$ cat src/rtl/exp_seq_if.sv
// exp_seq control interface: start/op request, decoder feedback, and the
// expfunc/safunc code outputs with their look-ahead fields.
interface exp_seq_if;
    logic       start;
    logic [1:0] op;
    logic       fpuhold;
    logic       le;
    logic       topsign;
    logic       round_ovf;
    logic       busy;
    logic       done;
    logic       expovf;
    logic       ae_small;
    logic [3:0] expfunc;
    logic [2:0] safunc;
    logic [3:0] nx_expfunc_rom0;
    logic [3:0] nx_expfunc_rom1;
    logic [1:0] romsel;

    // Sequencer side.
    modport slave (
        input  start, op, fpuhold, le, topsign, round_ovf,
        output busy, done, expovf, ae_small, expfunc, safunc,
        output nx_expfunc_rom0, nx_expfunc_rom1, romsel
    );

    // Requester / decoder side.
    modport master (
        output start, op, fpuhold, le, topsign, round_ovf,
        input  busy, done, expovf, ae_small, expfunc, safunc,
        input  nx_expfunc_rom0, nx_expfunc_rom1, romsel
    );
endinterface

$ cat src/rtl/exp_seq.sv
// exp_seq: exponent-datapath microsequencer. Steps a fixed per-op sequence,
// driving registered expfunc/safunc codes plus combinational look-ahead
// (nx_expfunc_rom0/rom1, romsel) one cycle ahead of expfunc.
// Optional feature macro: EXP_SEQ_ROUND_INC_EN enables the RND branch on
// round_ovf (aexp++); without it RND always emits (0, 7).
module exp_seq (
    input logic      clk,
    input logic      reset,
    exp_seq_if.slave bus
);
    typedef enum logic [3:0] {
        StIdle, StCmp, StAlign, StNorm, StRnd, StEadd, StOvchk, StCvld, StFin
    } state_e;

    localparam logic [1:0] OpAdd = 2'd0;
    localparam logic [1:0] OpMul = 2'd1;
    localparam logic [1:0] OpCmp = 2'd2;

    state_e     r_state;
    state_e     w_next;
    logic [1:0] r_op;
    logic       r_busy;
    logic       r_done;
    logic       r_expovf;
    logic       r_ae_small;
    logic [3:0] r_expfunc;
    logic [2:0] r_safunc;
    logic       w_accept;
    logic       w_br_path;
    logic       w_br_taken;

    function automatic logic [3:0] ef_of(input state_e s, input logic inc);
        case (s)
            StCmp:   ef_of = 4'h7;
            StAlign: ef_of = 4'h3;
            StNorm:  ef_of = 4'h4;
            StRnd:   ef_of = inc ? 4'hf : 4'h0;
            StEadd:  ef_of = 4'h6;
            StOvchk: ef_of = 4'he;
            StCvld:  ef_of = 4'h1;
            default: ef_of = 4'h0;
        endcase
    endfunction

    function automatic logic [2:0] sf_of(input state_e s);
        case (s)
            StAlign: sf_of = 3'd2;
            StNorm:  sf_of = 3'd5;
            StRnd:   sf_of = 3'd7;
            StOvchk: sf_of = 3'd7;
            StCvld:  sf_of = 3'd4;
            default: sf_of = 3'd0;
        endcase
    endfunction

    // Next-state decode and the branch path (only NORM within ADD can branch).
    always_comb begin
        w_accept = (r_state == StIdle) && bus.start && !bus.fpuhold;
`ifdef EXP_SEQ_ROUND_INC_EN
        w_br_path = (r_state == StNorm) && (r_op == OpAdd);
`else
        w_br_path = 1'b0;
`endif
        w_br_taken = w_br_path && bus.round_ovf;
        w_next     = r_state;
        case (r_state)
            StIdle: begin
                if (w_accept) begin
                    case (bus.op)
                        OpAdd, OpCmp: w_next = StCmp;
                        OpMul:        w_next = StEadd;
                        default:      w_next = StCvld;
                    endcase
                end
            end
            StCmp:   w_next = (r_op == OpCmp) ? StFin : StAlign;
            StAlign: w_next = StNorm;
            StNorm:  w_next = (r_op == OpAdd) ? StRnd : StFin;
            StRnd:   w_next = StFin;
            StEadd:  w_next = StOvchk;
            StOvchk: w_next = StNorm;
            StCvld:  w_next = StNorm;
            default: w_next = StIdle;
        endcase
    end

    // Look-ahead fields predict the expfunc that the next edge will register.
    always_comb begin
        bus.nx_expfunc_rom0 = ef_of(w_next, 1'b0);
        bus.nx_expfunc_rom1 = w_br_path ? 4'hf : ef_of(w_next, 1'b0);
        if (w_next == StFin || w_next == StIdle) begin
            bus.romsel = 2'd2;
        end else if (w_br_taken) begin
            bus.romsel = 2'd1;
        end else begin
            bus.romsel = 2'd0;
        end
    end

    // Sequencer state, registered codes and status flags; fpuhold freezes all.
    always_ff @(posedge clk or posedge reset) begin
        if (reset) begin
            r_state    <= StIdle;
            r_op       <= 2'd0;
            r_busy     <= 1'b0;
            r_done     <= 1'b0;
            r_expovf   <= 1'b0;
            r_ae_small <= 1'b0;
            r_expfunc  <= 4'h0;
            r_safunc   <= 3'd0;
        end else if (!bus.fpuhold) begin
            r_state   <= w_next;
            r_expfunc <= ef_of(w_next, w_br_taken);
            r_safunc  <= sf_of(w_next);
            r_busy    <= (w_next != StIdle) && (w_next != StFin);
            // done marks the cycle after FIN, i.e. the sequence has retired.
            r_done    <= (r_state == StFin);
            if (w_accept) begin
                r_op       <= bus.op;
                r_expovf   <= 1'b0;
                r_ae_small <= 1'b0;
            end
            if (r_state == StOvchk) begin
                r_expovf <= bus.le;
            end
            if (r_state == StCmp && r_op == OpCmp) begin
                r_ae_small <= bus.topsign;
            end
        end
    end

    assign bus.busy     = r_busy;
    assign bus.done     = r_done;
    assign bus.expovf   = r_expovf;
    assign bus.ae_small = r_ae_small;
    assign bus.expfunc  = r_expfunc;
    assign bus.safunc   = r_safunc;
endmodule

$ cat src/flat_wrapper.sv
// flat-port wrapper written by rule: the top's interface ports become plain ports
module exp_seq_flat 
  (clk, reset, bus_start, bus_op, bus_fpuhold, bus_le, bus_topsign, bus_round_ovf, bus_busy, bus_done, bus_expovf, bus_ae_small, bus_expfunc, bus_safunc, bus_nx_expfunc_rom0, bus_nx_expfunc_rom1, bus_romsel);
  exp_seq_if bus_i ();
  input logic clk;
  input logic reset;
  input wire logic [$bits(bus_i.start)-1:0] bus_start;
  input wire logic [$bits(bus_i.op)-1:0] bus_op;
  input wire logic [$bits(bus_i.fpuhold)-1:0] bus_fpuhold;
  input wire logic [$bits(bus_i.le)-1:0] bus_le;
  input wire logic [$bits(bus_i.topsign)-1:0] bus_topsign;
  input wire logic [$bits(bus_i.round_ovf)-1:0] bus_round_ovf;
  output wire logic [$bits(bus_i.busy)-1:0] bus_busy;
  output wire logic [$bits(bus_i.done)-1:0] bus_done;
  output wire logic [$bits(bus_i.expovf)-1:0] bus_expovf;
  output wire logic [$bits(bus_i.ae_small)-1:0] bus_ae_small;
  output wire logic [$bits(bus_i.expfunc)-1:0] bus_expfunc;
  output wire logic [$bits(bus_i.safunc)-1:0] bus_safunc;
  output wire logic [$bits(bus_i.nx_expfunc_rom0)-1:0] bus_nx_expfunc_rom0;
  output wire logic [$bits(bus_i.nx_expfunc_rom1)-1:0] bus_nx_expfunc_rom1;
  output wire logic [$bits(bus_i.romsel)-1:0] bus_romsel;
  assign bus_i.start = bus_start;
  assign bus_i.op = bus_op;
  assign bus_i.fpuhold = bus_fpuhold;
  assign bus_i.le = bus_le;
  assign bus_i.topsign = bus_topsign;
  assign bus_i.round_ovf = bus_round_ovf;
  assign bus_busy = bus_i.busy;
  assign bus_done = bus_i.done;
  assign bus_expovf = bus_i.expovf;
  assign bus_ae_small = bus_i.ae_small;
  assign bus_expfunc = bus_i.expfunc;
  assign bus_safunc = bus_i.safunc;
  assign bus_nx_expfunc_rom0 = bus_i.nx_expfunc_rom0;
  assign bus_nx_expfunc_rom1 = bus_i.nx_expfunc_rom1;
  assign bus_romsel = bus_i.romsel;
  exp_seq u_core (.clk(clk), .reset(reset), .bus(bus_i));
endmodule
$ cat config.mk
export PLATFORM = sky130hd
export DESIGN_NAME = exp_seq_flat
export DESIGN_NICKNAME = d
export VERILOG_FILES = /design/src/rtl/exp_seq_if.sv /design/src/rtl/exp_seq.sv /design/src/flat_wrapper.sv
export SDC_FILE = /design/constraint.sdc
export NUM_CORES = 1
export LEC_CHECK = 0
export CORE_ASPECT_RATIO = 1.4
export CORE_MARGIN = 4
export CORE_UTILIZATION = 47
export CTS_BUF_LIST = sky130_fd_sc_hd__clkbuf_8
export CTS_CLUSTER_DIAMETER = 50
export DETAILED_ROUTE_END_ITERATION = 7
export PLACE_DENSITY = 0.8
export SETUP_SLACK_MARGIN = 0.02
export SLEW_MARGIN = 40
export SYNTH_ARGS = -nofsm -noshare
export SYNTH_HDL_FRONTEND = slang
export SYNTH_SLANG_ARGS = --single-unit
$ cat constraint.sdc
create_clock -name clk -period 2.8 [get_ports clk]
set_input_delay 0.56 -clock clk [delete_from_list [all_inputs] [get_ports clk]]
set_output_delay 0.56 -clock clk [all_outputs]
set_load 0.02 [all_outputs]
# After elaboration in Yosys (flattened, before gate mapping)
# Cells that the tools add are included.
# totals
ff_bits	17
# op_classes
n_eq_ne	20
n_mux	11
n_bitwise	1
reduce_logical	19
# op_table
operator	n
one-hot mux 4 bit (6 select lines)	2
equality test 4 x 3 -> 1 bit, second input constant	8
equality test 4 x 2 -> 1 bit, second input constant	4
two-way mux 4 bit	3
one-hot mux 3 bit (4 select lines)	1
equality test 4 x 1 -> 1 bit, second input constant	2
equality test 4 bit, second input constant	2
logical NOT 4 bit	2
one-hot mux 3 bit (2 select lines)	1
AND reduction 2 bit	3
equality test 2 bit, second input constant	2
logical AND 1 bit	4
logical NOT 2 bit	2
!= test 4 bit, second input constant	1
nonzero test 2 bit	2
nonzero test 4 bit	1
OR reduction 2 bit	2
two-way mux 1 bit	3
OR reduction 3 bit	1
equality test 2 x 1 -> 1 bit, second input constant	1
two-way mux 2 bit	1
logical NOT 1 bit	1
logical OR 1 bit	1
NOT 1 bit	1

# Longest topological paths before layout
# Gate-level depths: netlist (run 1).
# logic_depth
depth_word	8
ltp_mapped	7
depth_no_buf	5

# Worst setup path before layout (run 1)
# OpenSTA, ideal clock, no wires.
# synth_timing
path_type	reg2out
from	register u_core.r_state[1]
to	output bus_nx_expfunc_rom1[0]
arrival_time_ns	1.781
setup_slack_ns	0.459
path_stages_with_launch	8
path_buffers	2
path_cell_list	dfrtp_1 > buf_2 > mux2_2 > o2bb2ai_1 > a211oi_2 > a211oi_2 > nor2_1 > buf_4
# synth_between
elab_chain_cells	7
word_cells_on_any_way	20
classes_between	13 x eq/ne; 3 x mux; 4 x reduce/logical
# synth_lines
element	line	text
start: declaration	exp_seq.sv:19	state_e r_state;
start signal: assignment	exp_seq.sv:103	r_state <= StIdle;
start signal: assignment	exp_seq.sv:112	r_state <= w_next;
logical NOT 4 bit	exp_seq.sv:58, exp_seq.sv:66	
logical AND 1 bit (2 in a row)	exp_seq.sv:58	w_accept = (r_state == StIdle) && bus.start && !bus.fpuhold;
two-way mux 4 bit	exp_seq.sv:68	if (w_accept) begin
one-hot mux 4 bit (6 select lines) (*)	exp_seq.sv:66	case (r_state)
equality test 4 x 3 -> 1 bit, or another cell as far along	-	
one-hot mux 4 bit (6 select lines) (*)	-	
end: declaration	flat_wrapper.sv:20	output wire logic [$bits(bus_i.nx_expfunc_rom1)-1:0] bus_nx_expfunc_rom1;
# Every way passes the cells marked *; elsewhere a longest branch is shown, timed or not.

# Worst setup path in the final report (run 1)
# layout_timing
from	register u_core.r_op[0]
to	output bus_nx_expfunc_rom1[0]
# layout_between
elab_chain_cells	5
word_cells_on_any_way	12
classes_between	7 x eq/ne; 4 x mux; 1 x reduce/logical
# layout_lines
element	line	text
start: declaration	exp_seq.sv:21	logic [1:0] r_op;
start signal: assignment	exp_seq.sv:119	r_op <= bus.op;
equality test 2 bit / logical NOT 2 bit (equally long branches)	exp_seq.sv:76, exp_seq.sv:78	
two-way mux 4 bit (on tied branches)	exp_seq.sv:76, exp_seq.sv:78	
one-hot mux 4 bit (6 select lines) (*)	exp_seq.sv:66	
equality test 4 x 3 -> 1 bit, or another cell as far along	exp_seq.sv:33	case (s)
one-hot mux 4 bit (6 select lines) (*)	exp_seq.sv:33	
# Marks and branches as above.

==> summary.md, run 1 <==
| Metric | Value |
|---|---|
| Outcome | completed |
| Syn. warnings | 0 |
| Clk slew on worst S/H paths | 60 ps |
| Via density | 5.73 |
| Async set-reset flop share out of synthesis | 100% |
| TritonCTS clock tree | done |
| CP arrival | 2170 ps |
| Leak Pwr | 0.000614 uW |
| Maximum fanout along the worst path | 4 |
| Global route overflow | 0 |
| Pin count of the biggest net entering global routing | 19 |
| F_max | 0.366 GHz |
| DRC | 0 |
| WHS | 474 ps |
| Post-Syn Instances | 106 |
| Final Hold Fails | 0 |
| Final WL | 2600 um |
| Sw Pwr | 748 uW |
| Iter 0 DRT Violations | 48 |
| Sw frac | 45.0% |
| Post-synthesis sequential area ratio | 43.9% |
| Worst reg-to-reg setup slack | 1050 ps |
| Top-area cell type share of the netlist area | 43.9% |
| Slowest cell delay on critical path | 570 ps |
| Seq pwr share | 26.5% |
| Worst-case clock buffer depth | 2 |
| Clock sink count | 17 |
| Power Dens Cells | 1240 nW/um^2 |
| Fin. max-slew vios | 0 |
| Post-synth EDFFs | 0 |
| Crit-path slowest cell | or4b_4 |
| Max VDD drop | 0.820 mV |
| Area Growth Syn to Fin | 38.9% |
| Synthesized Nets | 115 |
| Antenna violations before repair | 0 |
| Final ANT Viol Nets | 0 |
| Final Setup Violations | 0 |
| I/O pin count | 30 |
| GPL Wtd Cong | 0.816 |
| WP data required | 2240 ps |
| Cell mode on critical path | a211oi_2 |
| TritonRoute pass-1 iters | 4 |
| Chip height | 61.7 um |
| Layout Utilization | 68.2% |
| CP cell instances | or4b_4, a21oi_4, a211oi_2, a211oi_2, nor2_1, dlygate4sd2_1 |
| Flops & latches, synth | 17 |
| Synth area leader | dfrtp_1 |
| Crit path launch | u_core.r_op[0] |
| Total Nets Final | 153 |
| Share of layout cells above drive strength 1 | 24.5% |
| DP HPWL | 1930 um |
| Kind of end point of the critical path | output port |
| Syn_area_per_cell | 9.14 um^2 |
| Internal | 914 uW |
| First-pass GRT wire length | 4420 um |
| Total Power | 1660 uW |
| Crit path kind | reg -> out |
| Via count of the first global-routing pass | 964 |
| Die W | 46.4 um |
| Via count | 940 |
| Row cnt | 19 |
| Latest clock arrival within the worst-skew pair | 250 ps |
| Comb pwr share | 62.8% |
| Fin crit period | 2730 ps |
| Crit share post-route | 97.7% |
| Slew HR | 54.8% |
| CTS HTree Levels | 1 |
| Post-synth top cells | 17 x dfrtp_1, 15 x nand2_1, 13 x nor2_1, 5 x a21oi_1, 5 x buf_4 |
| IO Port Bufs | 27 |
| Main area contributors after synthesis | dfrtp_1 44%, nand2_1 5.8%, nor2_1 5.0% |
| Placed Area | 1320 um^2 |
| Initial Util | 49.1% |
| Post-route design area | 1350 um^2 |
| Clock Power Share | 10.7% |
| Worst hold path type | reg -> reg |
| # diodes | 0 |
| R2r startpoint | u_core.r_op[0] |
| Cell variety after synth | 36 |
| Most numerous cell in the Yosys netlist | dfrtp_1 |
| Total GRT Usage | 21.5% |
| Worst slew pin tran | 677 ps |
| CTS buffer count | 3 |
| Cell Area, Synth | 968 um^2 |
| Final setup skew | 0.462 ps |
| Root buffer cell | clkbuf_8 |
| Routed wire per std cell | 15.8 um |
| Synth Flop Type | dfrtp_1 |
| Crit path launch type | flop |
| Hold path startpoint | u_core.bus.expfunc[3] |
| Max-Cap Viols | 0 |
| Area of the core | 1970 um^2 |
| RSZ-0062 raised after global routing | no |
| Die Footprint | 2860 um^2 |
-- final timing paths --
| path | endpoint | cells past startpoint |
|---|---|---|
| setup reg to reg | u_core.bus.safunc[2] | 6 |
| max in group asynchronous | u_core.r_state[2] | 2 |
| hold / removal | u_core.bus.expfunc[3] | 2 |
| setup / recovery | bus_nx_expfunc_rom1[0] | 6 |
| hold reg to reg | u_core.bus.expfunc[3] | 2 |
| min in group asynchronous | u_core.bus.ae_small | 2 |
-- final cells by class --
cell class	instances	area [um^2]
fill	162	628
multi-input combinational	75	470
sequential	17	425
timing repair buffer	42	359
clock buffer	3	41.3
tap	21	26.3
inverter	5	18.8
clock inverter	1	3.75
-- worst max-delay path: cells and delay by family (launching register included) --
family,cells,cell delay [ps]
simple gates,2,660
buf+inv,1,330
flops,1,430
compound gates,3,510
-- kinds of logic (layout without fill, tap and decap cells) --
logic type / after synthesis / in the layout / share of synthesized area [%]
AND/OR/NAND/NOR: 44 / 44 / 22.2
other: 1 / 1 / 0.387
buffers and inverters: 14 / 51 / 7.62
AO/OA/AOI/OAI: 26 / 26 / 21.2
multiplexers: 4 / 4 / 4.65
flip-flops: 17 / 17 / 43.9
-- state kept, by name (all words and copies together), names as in the netlist --
name,cells
u_core.bus.ae_small,1
u_core.bus.busy,1
u_core.bus.done,1
u_core.bus.expfunc,4
u_core.bus.expovf,1
u_core.bus.safunc,3
u_core.r_op,2
u_core.r_state,4
-- per-layer routing --
layer  up-vias  part of all wire, %  GRT usage, %
li1        442                    -             -
met1       449                   39          24.3
met2        38                   51          36.8
met3        11                  5.9          4.32
met4         0                  3.7          12.2
met5         -                    0             0
-- power by group through the flow --
stage          Clock [uW]  Combinational [uW]  Sequential, uW
2_1_floorplan           0                 597             504
3_3_place_gp            0                1080             432
3_5_place_dp            0                1110             442
4_1_cts               181                1060             437
5_1_grt               192                1130             455
6_report              177                1040             440
-- repair_timing --
item                       in CTS  in global routing
setup endpoints to repair       7                  6
resized for setup               8                  8
buffers inserted                0                  0
pin swaps                       1                  1
hold endpoints to repair        0                  0
hold buffers                    0                  0
-- layout by cell type, fill, tap and decap left out, types with 2 or more instances in the layout --
cell type,instances
nor2_1,13
o41ai_1,2
nor3_1,4
a211oi_2,2
nand3_1,2
o21a_1,2
o21ai_0,3
inv_1,5
mux2_2,4
a21oi_1,5
clkbuf_2,4
dlygate4sd2_1,3
o31ai_1,2
buf_4,15
clkdlybuf4s50_1,20
clkbuf_8,3
o21ai_1,2
nand2_1,15
dfrtp_1,17
nand4_1,2
-- through the flow --
step	setup slack, ps	instances	setup TNS (ps)
floorplan	459	106	0
global placement	-186	160	-1000
detailed placement	-230	160	-1250
CTS	54.9	164	0
global route	20.7	164	0
finish	65.7	164	0
Power figures use the tool's default switching activity.
==> run 2, diff against run 1 <==
SKIP_LAST_GASP = 1   (was unset)
==> results of run 2 <==
No change in the layout: final DEF, timing and power equal those of run 1.
